===== src/rtl/enable_tap_shift_register.sv =====
// enable_tap_shift_register: WIDTH-bit, DEPTH-stage enabled shift chain with flush and occupancy count
//
// Ports:
//   CLK      in   1              clock, all state updates on rising edge
//   RESETN   in   1              synchronous active-low reset
//   I        in   WIDTH          data into stage 0
//   shift    in   1              advance enable
//   clear    in   1              synchronous flush, active-high (wins over shift)
//   tap_sel  in   clog2(DEPTH)   stage index for tap_O (ESR_TAP_EN only)
//   O        out  WIDTH          oldest stage, stage[DEPTH-1]
//   tap_O    out  WIDTH          stage[tap_sel], zero when tap_sel >= DEPTH (ESR_TAP_EN only)
//   count    out  clog2(DEPTH+1) valid entries since last reset/clear, saturates at DEPTH
//   full     out  1              count == DEPTH
//
// Define ESR_TAP_EN to add the run-time tap selector (tap_sel/tap_O).
module enable_tap_shift_register #(
    parameter int               WIDTH = 4,
    parameter int               DEPTH = 4,
    parameter logic [WIDTH-1:0] INIT  = '0
) (
    input  logic                       CLK,
    input  logic                       RESETN,
    input  logic [WIDTH-1:0]           I,
    input  logic                       shift,
    input  logic                       clear,
`ifdef ESR_TAP_EN
    input  logic [$clog2(DEPTH)-1:0]   tap_sel,
    output logic [WIDTH-1:0]           tap_O,
`endif
    output logic [WIDTH-1:0]           O,
    output logic [$clog2(DEPTH+1)-1:0] count,
    output logic                       full
);
    localparam int             CW      = $clog2(DEPTH+1);
    localparam logic [CW-1:0]  C_DEPTH = CW'(DEPTH);

    logic [WIDTH-1:0] r_stage [DEPTH];
    logic [CW-1:0]    r_count;
    logic             w_full;

    always_ff @(posedge CLK) begin
        if (!RESETN || clear) begin
            for (int k = 0; k < DEPTH; k++) r_stage[k] <= INIT;
            r_count <= '0;
        end else if (shift) begin
            r_stage[0] <= I;
            for (int k = 1; k < DEPTH; k++) r_stage[k] <= r_stage[k-1];
            // occupancy saturates; a full chain keeps shifting and drops its oldest entry
            r_count <= w_full ? r_count : r_count + CW'(1);
        end
    end

    assign w_full = (r_count == C_DEPTH);
    assign full   = w_full;
    assign count  = r_count;
    assign O      = r_stage[DEPTH-1];

`ifdef ESR_TAP_EN
    // out-of-range selects (non-power-of-2 DEPTH) read as zero
    assign tap_O = (int'(tap_sel) < DEPTH) ? r_stage[tap_sel] : '0;
`endif
endmodule


===== config.mk =====
export PLATFORM = sky130hd
export DESIGN_NAME = enable_tap_shift_register
export DESIGN_NICKNAME = d
export VERILOG_FILES = /design/src/rtl/enable_tap_shift_register.sv
export SDC_FILE = /design/constraint.sdc
export NUM_CORES = 1
export LEC_CHECK = 0
export CORE_AREA = 5 5 48 50
export CTS_CLUSTER_SIZE = 30
export DETAILED_ROUTE_END_ITERATION = 8
export DIE_AREA = 0 0 53 55
export GPL_TIMING_DRIVEN = 0
export MAX_ROUTING_LAYER = met4
export PLACE_DENSITY_LB_ADDON = 0.08
export SYNTH_ARGS = -nofsm -noshare
export SYNTH_HDL_FRONTEND = slang
export SYNTH_SLANG_ARGS = --single-unit
export TNS_END_PERCENT = 50

===== constraint.sdc =====
create_clock -name CLK -period 2.15 [get_ports CLK]
set_input_delay 0.43 -clock CLK [delete_from_list [all_inputs] [get_ports CLK]]
set_output_delay 0.43 -clock CLK [all_outputs]
set_load 0.01 [all_outputs]

==> flow_summary.ini <==
[grt]
grt_pass1_vias = 408
grt_max_degree = 17
grt_first_pass_wirelength_um = 1880
track_usage_pct = 9.80
grt_antenna_before_repair = 0
globalRoute.totalOverflow = 0

[setup_path]
cp-end-kind = output pin
cp.required_ns = 1.72
critPathKind = flop to output pin
arrival_ns = 1.55
crit_path_start_kind = flop
path_max_fanout = 4

[placed_design]
dp_hpwl_um = 784
numPortBuffers = 15
gp_congestion = 0.637
post-place-ws_ns = 0.121

[synth]
syn_avg_cell_area_sq_um = 14.9
ys_ff_latch = 19
synth_edf_count = 16
seq_area_frac_synth_pct = 63.8
synth_top_area_share_pct = 56.7
synth.most_common_cell = edfxtp_1
synth_nets = 67
syn_inst = 57
yosys_warnings = 0
syn_area_sq_um = 847
synth_top_cell_by_area = edfxtp_1
synthArstFlopShare_pct = 0
ys_types = 18
synthFlopType = edfxtp_1
synthTopCellsByCount = edfxtp_1 (16), and2_4 (7), and2_2 (6), and2_1 (4), buf_4 (4)
synth_area_leaders = edfxtp_1 (57%), and2_4 (7.2%), dfxtp_1 (7.1%)

[floorplan]
fp-row-count = 16
start_util_pct = 45.5
die_x_um = 53
fp.dieArea_sq_um = 2920
core_sq_um = 1860
io_pins = 16
fp.dieH_um = 55

[status]
status = completed

[finish]
drive_gt1_share_pct = 31.6
fin_nets = 87
insertedDiodeCount = 0
areaGrowthSynthToFinish_pct = 25.0

[routing]
firstDrtPassIters = 2
post-route-drc-count = 0
viasPerCell = 4.43
drt-total-wl_um = 1150
via_count = 456
ant_nets = 0
wl_per_cell_um = 11.1
drt_iter0_markers = 3

[power_and_ir_drop]
switchingPower_mw = 0.129
seqPwrFrac_pct = 64.4
combPwrFrac_pct = 8.4
ir_drop_mv = 0.288
powerDensity_nw_per_um2 = 613
swShare_pct = 19.9
p_clk_share_pct = 27.2
p_int_mw = 0.520
p_leak_nw = 0.429

[timing]
slew_viol_final = 0
skew_ns = 0.00268
max_clock_freq_mhz = 505
fin_crit_sh_pct = 92.2
finalHoldViolCount = 0
fin_tns_setup_ns = 0
layout_setup_ws_ns = 0.168
setup_viol = 0
worst_pin_slew_ns = 0.446
rsz0062_at_grt = no
slew_headroom_pct = 70.0
finalCriticalPeriod_ns = 1.98

[clock_tree]
cts_buffer_depth = 2
htree_levels = 1
cts.clk_slew.worst_paths_ns = 0.10
clkSinkCount = 19
clock_latency_ns = 0.29
cts_tree = yes
cts_buffers = 3
root_buffer = clkbuf_4

[worst_hold_path]
hold_class = flop to flop

[flow_run]
maxCapViolations = 0
-- power by group through the flow --
stage	combinational (mW)	sequential, mW	clock (mW)
final	0.0547	0.418	0.176
after global routing	0.0590	0.420	0.206
after CTS	0.0558	0.418	0.187
after detailed placement	0.0556	0.427	0
after global placement	0.0550	0.426	0
after floorplan	0.0264	0.426	0
-- through the flow --
| stage | total power [mW] | utilization [%] | instance area [sq um] | instances | hold WS, ns |
|---|---|---|---|---|---|
| 6_report | 0.649 | 56.9 | 1060 | 103 | 0.516 |
| 2_1_floorplan | 0.452 | - | 847 | 57 | 0.497 |
| 5_1_grt | 0.685 | 56.9 | 1060 | 103 | 0.538 |
| 3_5_place_dp | 0.482 | 55.4 | 1030 | 99 | 0.508 |
| 3_3_place_gp | 0.481 | 55.4 | 1030 | 99 | 0.501 |
| 4_1_cts | 0.661 | 56.8 | 1060 | 103 | 0.536 |
-- per-layer routing --
layer,wire (um),track usage [%],vias up
li1,-,-,233
met1,548,11.1,212
met2,536,14.3,9
met3,53,3.22,2
met4,9,7.66,0
met5,0,-,-
-- cells in the final DEF, fill, tap and decap left out --
master / count
ha_1: 2
edfxtp_1: 16
mux2i_1: 2
dfxtp_1: 2
clkdlybuf4s50_1: 15
and3b_2: 1
clkbuf_4: 3
buf_6: 1
dfxtp_2: 1
inv_1: 2
or3b_1: 1
clkbuf_1: 1
or3b_2: 1
nor4b_1: 1
a21boi_0: 1
and4b_1: 1
and2_1: 4
and2_4: 7
and2_2: 6
buf_4: 4
nand3b_1: 3
a21oi_1: 1
-- final cells by class --
| class | instances | area (sq um) |
|---|---|---|
| Fill cell | 156 | 803 |
| Sequential cell | 19 | 542 |
| Multi-Input combinational cell | 31 | 258 |
| Timing Repair Buffer | 15 | 150 |
| Buffer | 5 | 41.3 |
| Tap cell | 27 | 33.8 |
| Clock buffer | 4 | 26.3 |
| Inverter | 2 | 7.51 |
-- registers in the layout, indices dropped and copies added (netlist names) --
register / flops
r_stage: 16
count: 3
-- logic make-up (layout without fill, tap and decap cells) --
group / after synthesis / count (layout) / synth area share, %
and+or+nand+nor: 25 / 25 / 23.6
DFF: 19 / 19 / 63.8
buffers and inverters: 7 / 26 / 5.76
adders and majority gates: 2 / 2 / 2.95
AOI/OAI and AO/OA: 2 / 2 / 1.48
muxes: 2 / 2 / 2.36
-- final timing paths --
kind	from	endpoint	slack [ns]	cells past startpoint
worst min register to register	count[0]	count[0]	0.52	2
worst max register to register	count[1]	count[1]	0.83	4
worst max-delay path	count[1]	full	0.17	4
worst min-delay path	count[0]	count[0]	0.52	2
-- critical path: stages (launching register included) --
cell and delay, ns:
dfxtp_1 0.39, inv_1 0.06, ha_1 0.19, and2_1 0.16, clkdlybuf4s50_1 0.47
-- repair_timing --
| item | CTS | global route |
|---|---|---|
| endpoints found under the setup margin | 0 | 1 |
| setup buffers | 0 | 0 |
| gates resized for setup | 0 | 1 |
| hold buffers | 0 | 0 |
| endpoints found under the hold margin | 0 | 0 |
Note: power is estimated with default switching activity, not from simulation.
